--- config.mk ---
export PLATFORM = sky130hd
export DESIGN_NAME = avalon_rsa_dma
export DESIGN_NICKNAME = d
export VERILOG_FILES = /design/src/rtl/avalon_rsa_dma.sv
export SDC_FILE = /design/constraint.sdc
export NUM_CORES = 1
export LEC_CHECK = 0
export ABC_AREA = 1
export BUFFER_PORTS_ARGS = -buffer_cell sky130_fd_sc_hd__buf_2
export CAP_MARGIN = 0
export CELL_PAD_IN_SITES_DETAIL_PLACEMENT = 0
export CELL_PAD_IN_SITES_GLOBAL_PLACEMENT = 1
export CORE_ASPECT_RATIO = 1.1
export CORE_UTILIZATION = 40
export DETAILED_ROUTE_END_ITERATION = 10
export PLACE_DENSITY_LB_ADDON = 0.1
export SYNTH_ARGS = -nofsm -noshare
export SYNTH_HDL_FRONTEND = slang
export SYNTH_SLANG_ARGS = --single-unit
--- constraint.sdc ---
create_clock -name clk -period 2.5 [get_ports clk]
set_input_delay 0.5 -clock clk [delete_from_list [all_inputs] [get_ports clk]]
set_output_delay 0.5 -clock clk [all_outputs]
set_load 0.05 [all_outputs]
--- src/rtl/avalon_rsa_dma.sv ---
// avalon_rsa_dma
// Avalon-MM DMA engine feeding an external rsa_core. Software programs the
// source/destination bases and a block count on avs_s0, then sets START.
// The exponent and modulus are fetched once; each block then fetches a
// message, kicks the core, waits for the result and writes it back.
//
// Optional feature macro: RSA_DMA_IRQ_EN
//   defined   -> adds output irq = DONE & IRQ_EN (registered), CTRL b2 is R/W
//   undefined -> no irq port, CTRL b2 reads 0 and writes to it are ignored
//
// KEY_BYTES must be a power of two and at least 2; ADDR_W must not exceed 32.

module avalon_rsa_dma #(
  parameter int ADDR_W    = 32,
  parameter int KEY_BYTES = 32,
  parameter int CNT_W     = 16,
  localparam int AW       = $clog2(KEY_BYTES)
) (
  input  logic              clk,
  input  logic              reset,
`ifdef RSA_DMA_IRQ_EN
  output logic              irq,
`endif
  // DRAM-side master
  input  logic              avm_m0_waitrequest,
  output logic [ADDR_W-1:0] avm_m0_address,
  output logic              avm_m0_read,
  output logic              avm_m0_write,
  input  logic [7:0]        avm_m0_readdata,
  output logic [7:0]        avm_m0_writedata,
  // CSR slave
  output logic              avs_s0_waitrequest,
  input  logic [1:0]        avs_s0_address,
  input  logic              avs_s0_read,
  input  logic              avs_s0_write,
  output logic [31:0]       avs_s0_readdata,
  input  logic [31:0]       avs_s0_writedata,
  // rsa_core side
  output logic              core_we,
  output logic              core_oe,
  output logic              core_start,
  output logic [1:0]        core_reg_sel,
  output logic [AW-1:0]     core_addr,
  output logic [7:0]        core_data_i,
  input  logic [7:0]        core_data_o,
  input  logic              core_ready
);

  localparam logic [2:0] ST_IDLE = 3'd0;
  localparam logic [2:0] ST_LD_E = 3'd1;
  localparam logic [2:0] ST_LD_N = 3'd2;
  localparam logic [2:0] ST_LD_M = 3'd3;
  localparam logic [2:0] ST_KICK = 3'd4;
  localparam logic [2:0] ST_CALC = 3'd5;
  localparam logic [2:0] ST_WR   = 3'd6;
  localparam logic [2:0] ST_DONE = 3'd7;

  localparam logic [1:0] SEL_NONE = 2'b00;
  localparam logic [1:0] SEL_MSG  = 2'b01;
  localparam logic [1:0] SEL_EXP  = 2'b10;
  localparam logic [1:0] SEL_MOD  = 2'b11;

  localparam logic [AW-1:0]     BYTE_ZERO = {AW{1'b0}};
  localparam logic [AW-1:0]     BYTE_ONE  = {{(AW-1){1'b0}}, 1'b1};
  localparam logic [AW-1:0]     BYTE_LAST = {AW{1'b1}};
  localparam logic [CNT_W-1:0]  CNT_ZERO  = {CNT_W{1'b0}};
  localparam logic [CNT_W-1:0]  CNT_ONE   = {{(CNT_W-1){1'b0}}, 1'b1};
  localparam logic [ADDR_W-1:0] ADDR_ZERO = {ADDR_W{1'b0}};
  localparam logic [ADDR_W-1:0] ADDR_ONE  = {{(ADDR_W-1){1'b0}}, 1'b1};

  // Registers
  logic [2:0]        state_r;
  logic [ADDR_W-1:0] rd_addr_r;
  logic [ADDR_W-1:0] wr_addr_r;
  logic [AW-1:0]     byte_r;
  logic [CNT_W-1:0]  blk_r;
  logic [ADDR_W-1:0] src_r;
  logic [ADDR_W-1:0] dst_r;
  logic [CNT_W-1:0]  count_r;
  logic              done_r;
  logic              irq_en_r;
  logic              abort_pend_r;

  // Combinational helpers
  logic [2:0] state_nxt_s;
  logic       busy_s;
  logic       ctrl_wr_s;
  logic       start_s;
  logic       abort_req_s;
  logic       load_state_s;
  logic       bus_state_s;
  logic       beat_s;
  logic       last_byte_s;
  logic       last_blk_s;

  assign busy_s       = (state_r != ST_IDLE);
  assign ctrl_wr_s    = avs_s0_write && (avs_s0_address == 2'd0);
  assign start_s      = ctrl_wr_s && avs_s0_writedata[0] && !busy_s;
  // An abort takes effect in the cycle it is written, so no new beat is
  // ever launched after it; a stalled beat keeps the request pending.
  assign abort_req_s  = abort_pend_r || (ctrl_wr_s && avs_s0_writedata[3]);
  assign load_state_s = (state_r == ST_LD_E) || (state_r == ST_LD_N) ||
                        (state_r == ST_LD_M);
  assign bus_state_s  = load_state_s || (state_r == ST_WR);
  assign beat_s       = bus_state_s && !avm_m0_waitrequest;
  assign last_byte_s  = (byte_r == BYTE_LAST);
  assign last_blk_s   = (blk_r == (count_r - CNT_ONE));

  // Next-state decode of the transfer sequencer
  always_comb begin
    state_nxt_s = state_r;
    case (state_r)
      ST_IDLE: begin
        if (start_s) begin
          if (count_r == CNT_ZERO) begin
            state_nxt_s = ST_DONE;
          end else begin
            state_nxt_s = ST_LD_E;
          end
        end else begin
          state_nxt_s = ST_IDLE;
        end
      end
      ST_LD_E, ST_LD_N, ST_LD_M: begin
        if (beat_s) begin
          if (abort_req_s) begin
            state_nxt_s = ST_IDLE;
          end else if (last_byte_s) begin
            if (state_r == ST_LD_E) begin
              state_nxt_s = ST_LD_N;
            end else if (state_r == ST_LD_N) begin
              state_nxt_s = ST_LD_M;
            end else begin
              state_nxt_s = ST_KICK;
            end
          end else begin
            state_nxt_s = state_r;
          end
        end else begin
          state_nxt_s = state_r;
        end
      end
      ST_KICK: begin
        if (abort_req_s) begin
          state_nxt_s = ST_IDLE;
        end else begin
          state_nxt_s = ST_CALC;
        end
      end
      ST_CALC: begin
        // CALC is entered one cycle after the start pulse, so ready seen here
        // already reflects the core having accepted the start.
        if (abort_req_s) begin
          state_nxt_s = ST_IDLE;
        end else if (core_ready) begin
          state_nxt_s = ST_WR;
        end else begin
          state_nxt_s = ST_CALC;
        end
      end
      ST_WR: begin
        if (beat_s) begin
          if (abort_req_s) begin
            state_nxt_s = ST_IDLE;
          end else if (last_byte_s) begin
            if (last_blk_s) begin
              state_nxt_s = ST_DONE;
            end else begin
              state_nxt_s = ST_LD_M;
            end
          end else begin
            state_nxt_s = ST_WR;
          end
        end else begin
          state_nxt_s = ST_WR;
        end
      end
      ST_DONE: begin
        state_nxt_s = ST_IDLE;
      end
      default: begin
        state_nxt_s = ST_IDLE;
      end
    endcase
  end

  // Sequencer state and pending-abort flag
  always_ff @(posedge clk) begin
    if (reset) begin
      state_r      <= ST_IDLE;
      abort_pend_r <= 1'b0;
    end else begin
      state_r <= state_nxt_s;
      if (state_nxt_s == ST_IDLE) begin
        abort_pend_r <= 1'b0;
      end else if (abort_req_s && busy_s) begin
        abort_pend_r <= 1'b1;
      end
    end
  end

  // Address pointers, byte index and block counter
  always_ff @(posedge clk) begin
    if (reset) begin
      rd_addr_r <= ADDR_ZERO;
      wr_addr_r <= ADDR_ZERO;
      byte_r    <= BYTE_ZERO;
      blk_r     <= CNT_ZERO;
    end else if (start_s) begin
      rd_addr_r <= src_r;
      wr_addr_r <= dst_r;
      byte_r    <= BYTE_ZERO;
      blk_r     <= CNT_ZERO;
    end else if (beat_s) begin
      byte_r <= last_byte_s ? BYTE_ZERO : (byte_r + BYTE_ONE);
      if (state_r == ST_WR) begin
        wr_addr_r <= wr_addr_r + ADDR_ONE;
        if (last_byte_s && !last_blk_s) begin
          blk_r <= blk_r + CNT_ONE;
        end
      end else begin
        // E, N and the messages are contiguous, so the read pointer simply
        // keeps running from block to block.
        rd_addr_r <= rd_addr_r + ADDR_ONE;
      end
    end
  end

  // CSR storage: bases and count locked while busy, DONE sticky until W1C
  always_ff @(posedge clk) begin
    if (reset) begin
      src_r    <= ADDR_ZERO;
      dst_r    <= ADDR_ZERO;
      count_r  <= CNT_ZERO;
      done_r   <= 1'b0;
      irq_en_r <= 1'b0;
    end else begin
      if (avs_s0_write && !busy_s) begin
        case (avs_s0_address)
          2'd1:    src_r   <= avs_s0_writedata[ADDR_W-1:0];
          2'd2:    dst_r   <= avs_s0_writedata[ADDR_W-1:0];
          2'd3:    count_r <= avs_s0_writedata[CNT_W-1:0];
          default: ;
        endcase
      end
      // Completion beats a same-cycle clear.
      if (state_r == ST_DONE) begin
        done_r <= 1'b1;
      end else if (ctrl_wr_s && avs_s0_writedata[1]) begin
        done_r <= 1'b0;
      end
`ifdef RSA_DMA_IRQ_EN
      if (ctrl_wr_s) begin
        irq_en_r <= avs_s0_writedata[2];
      end
`endif
    end
  end

`ifdef RSA_DMA_IRQ_EN
  logic irq_r;

  // Registered interrupt: follows DONE one cycle later when enabled
  always_ff @(posedge clk) begin
    if (reset) begin
      irq_r <= 1'b0;
    end else begin
      irq_r <= done_r && irq_en_r;
    end
  end

  assign irq = irq_r;
`endif

  assign avs_s0_waitrequest = 1'b0;

  // CSR read mux
  always_comb begin
    avs_s0_readdata = 32'h0000_0000;
    if (avs_s0_read) begin
      case (avs_s0_address)
        2'd0:    avs_s0_readdata = {29'd0, irq_en_r, done_r, busy_s};
        2'd1:    avs_s0_readdata = 32'(src_r);
        2'd2:    avs_s0_readdata = 32'(dst_r);
        2'd3:    avs_s0_readdata = 32'(count_r);
        default: avs_s0_readdata = 32'h0000_0000;
      endcase
    end else begin
      avs_s0_readdata = 32'h0000_0000;
    end
  end

  // Master and core strobes decoded from the registered state
  always_comb begin
    avm_m0_read     = 1'b0;
    avm_m0_write    = 1'b0;
    avm_m0_address  = ADDR_ZERO;
    avm_m0_writedata = 8'h00;
    core_we         = 1'b0;
    core_oe         = 1'b0;
    core_start      = 1'b0;
    core_reg_sel    = SEL_NONE;
    core_addr       = byte_r;
    core_data_i     = 8'h00;
    case (state_r)
      ST_LD_E, ST_LD_N, ST_LD_M: begin
        avm_m0_read    = 1'b1;
        avm_m0_address = rd_addr_r;
        core_we        = 1'b1;
        if (state_r == ST_LD_E) begin
          core_reg_sel = SEL_EXP;
        end else if (state_r == ST_LD_N) begin
          core_reg_sel = SEL_MOD;
        end else begin
          core_reg_sel = SEL_MSG;
        end
        // Data is only meaningful on the accepted beat; the core simply sees
        // the final value at this index once the beat lands.
        if (!avm_m0_waitrequest) begin
          core_data_i = avm_m0_readdata;
        end else begin
          core_data_i = 8'h00;
        end
      end
      ST_KICK: begin
        core_start   = 1'b1;
        core_reg_sel = SEL_MSG;
      end
      ST_CALC: begin
        core_reg_sel = SEL_MSG;
      end
      ST_WR: begin
        avm_m0_write     = 1'b1;
        avm_m0_address   = wr_addr_r;
        avm_m0_writedata = core_data_o;
        core_oe          = 1'b1;
        core_reg_sel     = SEL_MSG;
      end
      default: begin
        core_reg_sel = SEL_NONE;
      end
    endcase
  end

endmodule

* Word-level counts from Yosys, hierarchy flattened *
Cells that the tools add are included.

storage, ports and cells
  register bits = 170
  bits in latches = 0
  memory bits (writable) = 0
  memory bits (read-only) = 0
  output and inout port bits = 93
  word-level logic and storage cells = 98
  memories kept = 0

cells by class
  add/subtract/negate cells = 5
  $mul = 0
  div/mod/pow operators = 0
  order comparisons = 0
  eq/ne operators = 13
  shifts and indexed selects = 0
  muxes and demuxes = 36
  bitwise gates (word level) = 0
  reductions and logical operators = 34

operator list
  cell                                                 number
  two-way mux 32 bit                                   7
  case mux 32 bit (4 select lines)                     1
  adder 32 x 1 -> 32 bit (second input constant)       2
  case mux 32 bit (2 select lines)                     1
  two-way mux 3 bit                                    13
  two-way mux 8 bit                                    3
  case mux 3 bit (6 select lines)                      1
  adder 16 x 1 -> 16 bit (second input constant)       1
  == test 16 bit                                       1
  logical NOT 16 bit                                   1
  subtractor 16 x 1 -> 16 bit (second input constant)  1
  == test 3 bit (second input constant)                4
  AND reduction 2 bit                                  5
  logical AND 1 bit                                    9
  == test 3 x 2 -> 1 bit (second input constant)       2
  logical NOT 3 bit                                    2
  two-way mux 2 bit                                    3
  nonzero test 2 bit                                   3
  OR reduction 3 bit                                   2
  adder 5 x 1 -> 5 bit (second input constant)         1
  == test 5 bit (second input constant)                1
  two-way mux 1 bit                                    5
  two-way mux 5 bit                                    1
  == test 2 bit (second input constant)                2
  other kinds (10)                                     16

* Longest topological paths before layout *
  word-level depth = 9
  mapped depth = 17

* Worst setup path before layout *
OpenSTA, ideal clock, no wires.

  path type = input -> output
  start point = input avs_s0_address[0]
  end point = output avs_s0_readdata[0]
  arrival time = 2.184 ns
  required time = 2.000 ns
  slack = -0.184 ns
  stages = 4
  path through = inv_1 nor2_1 a221oi_1 a211oi_1

between the ends
  longest elaborated chain between the ends = 3
  elaborated cells on any way between the ends = 6
  those cells by class = 3 x eq/ne; 2 x mux; 1 x reduce/logical

RTL lines
  element                                line  RTL
  start, declared                        33    input logic [1:0] avs_s0_address,
  == test 2 bit (tied with other cells)  281   case (avs_s0_address)
  case mux 32 bit (4 select lines) *     281
  two-way mux 32 bit *                   280   if (avs_s0_read) begin
  end, declared                          36    output logic [31:0] avs_s0_readdata,

Every way passes the cells marked *; elsewhere a longest branch is shown, timed or not.

* Worst setup path in the final report *
  start point = register state_r[1]
  end point = output avm_m0_address[21]

between the ends
  longest elaborated chain between the ends = 3
  elaborated cells on any way between the ends = 6
  those cells by class = 4 x eq/ne; 1 x mux; 1 x reduce/logical

RTL lines
  element                                                                  line  RTL
  start, declared                                                          72    logic [2:0] state_r;
  start signal, assigned                                                   193   state_r <= state_nxt_s;
  == test 3 x 2 -> 1 bit / == test 3 x 1 -> 1 bit (equally long branches)  305   case (state_r)
  OR reduction 3 bit                                                       305
  case mux 32 bit (2 select lines) *                                       305
  end, declared                                                            26    output logic [ADDR_W-1:0] avm_m0_address,

Marked as above.

==> results.json <==
{
  "tritoncts": "yes",
  "start_util": 0.407,
  "synthFlopType": "dfxtp_1",
  "grt_pass1_wl_um": 56400,
  "synthToLayoutAreaGrowth_pct": 19.7,
  "timing.critical_path.buf_inv": 3,
  "die-height_um": 170,
  "crit_arrival_ps": 1890,
  "chipWidth_um": 155,
  "h-tree-depth": 4,
  "status": "complete, no violations",
  "syn-cell-area_mm2": 0.0102,
  "grt_busiest_layer": "met2",
  "worstMarginPinSlew_ps": 610,
  "antenna_left": 0,
  "holdBufCountCts": 0,
  "fin_area_mm2": 0.0123,
  "r2r_slack_ps": 160,
  "portBuffers": 147,
  "path_clk_slew_ps": 80,
  "grt_start_max_net_pins": 63,
  "required_ps": 2000,
  "nets": 1804,
  "use_met1": 0.341,
  "core_mm2": 0.0252,
  "vdd_drop_max_mv": 0.343,
  "hp-class": "in -> reg",
  "drive_above_1_share": 0.164,
  "final-hold-violation-count": 0,
  "total_power_mw": 6.47,
  "path_class": "reg -> out",
  "synth_edf_count": 0,
  "gp_congestion": 0.941,
  "synth_seq_cells": 170,
  "wl_per_cell_um": 17.8,
  "startpoint_type": "flip-flop",
  "slew_headroom": 0.587,
  "setup_ws_ps": 108,
  "antenna_found_initial": 0,
  "fin_worst_skew_ps": 14.3,
  "fp-row-count": 61,
  "insertion_delay_ps": 450,
  "overflow": 0,
  "synthArstFlopShare": 0,
  "cts.sinks": 170,
  "grt_use_met3": 0.0293,
  "cp_max_fo": 30,
  "hold-worst-slack_ps": 281,
  "grt_pass1_vias": 10100,
  "power_leakage_nw": 5.13,
  "seq_area_frac_synth": 0.332,
  "dr.pass1.iters": 6,
  "power_density_mw_per_mm2": 528,
  "slew_violations": 0,
  "syn_inst": 1611,
  "layout_min_cycle_time_ps": 2390,
  "die_area_mm2": 0.0262,
  "drtIter0Drc": 749,
  "drv_cap": 0,
  "cts-root-buf": "clkbuf_16",
  "synth.avg_cell_area_um2": 6.36,
  "placed_cell_area_mm2": 0.0114,
  "place_hpwl_um": 27800,
  "numCtsBuffers": 17,
  "crit_chain": "inv_1, nor2_2, nand2_1, buf_4, o22ai_1, clkbuf_4",
  "dp_slack_ps": 82.9,
  "antenna_cells": 0,
  "setup_viol": 0,
  "final_cell_mix": "357 x nand2_1, 214 x nor2_1, 190 x inv_1",
  "vias_per_cell": 5.27,
  "crit_slowest_cell": "dfxtp_2",
  "route.detailed.drc": 0,
  "synth_warnings": 0,
  "synth_fp_nets": 1674,
  "fmax_mhz": 418,
  "drt_wl_total_um": 36800,
  "ioPinCount": 149,
  "crit_family": "buffers and inverters",
  "met2_usage": 0.492,
  "slowest_delay_ps": 390,
  "end_kind": "output pin",
  "min_period_over_period": 0.957,
  "vias": 10900,
  "cts_buffer_depth": 2,
  "grt_usage": 0.279,
  "synthDistinctLibCells": 46,
  "final_common_cell": "nand2_1"
}
-- flip-flops by register name (all words and copies together) (netlist names) --
register      count
src_r            32
abort_pend_r      1
blk_r            16
core_addr         5
count_r          16
done_r            1
wr_addr_r        32
state_r           3
rd_addr_r        32
dst_r            32
-- cell usage after synthesis, types with 13 or more instances --
cell type	count	area, µm²
nand2_1	358	1340
dfxtp_1	170	3400
xor2_1	52	455
o22ai_1	19	119
nor3_1	32	160
clkbuf_1	64	240
o221ai_1	13	114
nand4_1	21	131
a21oi_1	104	521
inv_1	192	721
nor2_1	217	815
a31oi_1	24	150
o21ai_0	143	716
nand3_1	84	420
-- cells by family after synthesis --
logic type	after synthesis	share of synthesized area
AO/OA/AOI/OAI	341	0.189
XOR/XNOR	64	0.0547
adder cells (fa/ha/maj)	7	0.00855
buffers and inverters	276	0.105
flip-flops	170	0.332
other	1	0.000366
AND/OR/NAND/NOR	752	0.310
-- per-layer routing --
layer  wire length (µm)  vias up  share of wire
met5                  0        -              0
met4               1420        0          0.039
met3               1330       59          0.036
met2              18400      267           0.50
met1              15700     5058           0.43
li1                   -     5519              -
-- worst reg2reg max path, delay by kind of cell, from the launching register on --
kind	cells	cell delay, ps
simple gates	10	1120
flops	1	410
buf+inv	3	320
fa+ha+maj	1	310
compound gates	1	60
-- cell type report --
cell class / instances / area, µm²
Timing Repair Buffer: 186 / 1170
Clock inverter: 15 / 191
Tap cell: 315 / 394
Multi-Input combinational cell: 1166 / 5910
Clock buffer: 17 / 425
Fill cell: 2645 / 12900
Sequential cell: 170 / 3400
Inverter: 200 / 754
-- stage by stage --
| stage | util | instances | setup TNS, ps |
|---|---|---|---|
| global placement | 0.455 | 2034 | 0 |
| finish | 0.487 | 2069 | 0 |
| detailed placement | 0.455 | 2034 | 0 |
| CTS | 0.480 | 2066 | 0 |
| floorplan | - | 1611 | -53.3 |
| global route | 0.487 | 2069 | -87.9 |
-- path summary, 6_finish.rpt --
path                            cells after the start            startpoint            endpoint
worst max-delay path                                6            state_r[1]  avm_m0_address[21]
worst min-delay path                                3  avs_s0_writedata[24]           src_r[24]
worst max register to register                     15            count_r[0]            blk_r[7]
worst min register to register                      2                done_r              done_r
-- what timing repair did --
action	CTS	global route
resized for setup	8	52
pin swaps	0	1
setup buffers	0	2
cloned	0	1
endpoints found under the setup margin	17	49
-- power breakdown --
group / switching, mW / internal [mW]
clock network: 1.40 / 1.37
logic: 0.549 / 0.258
registers: 0.0991 / 2.79
Power figures use the tool's default switching activity.
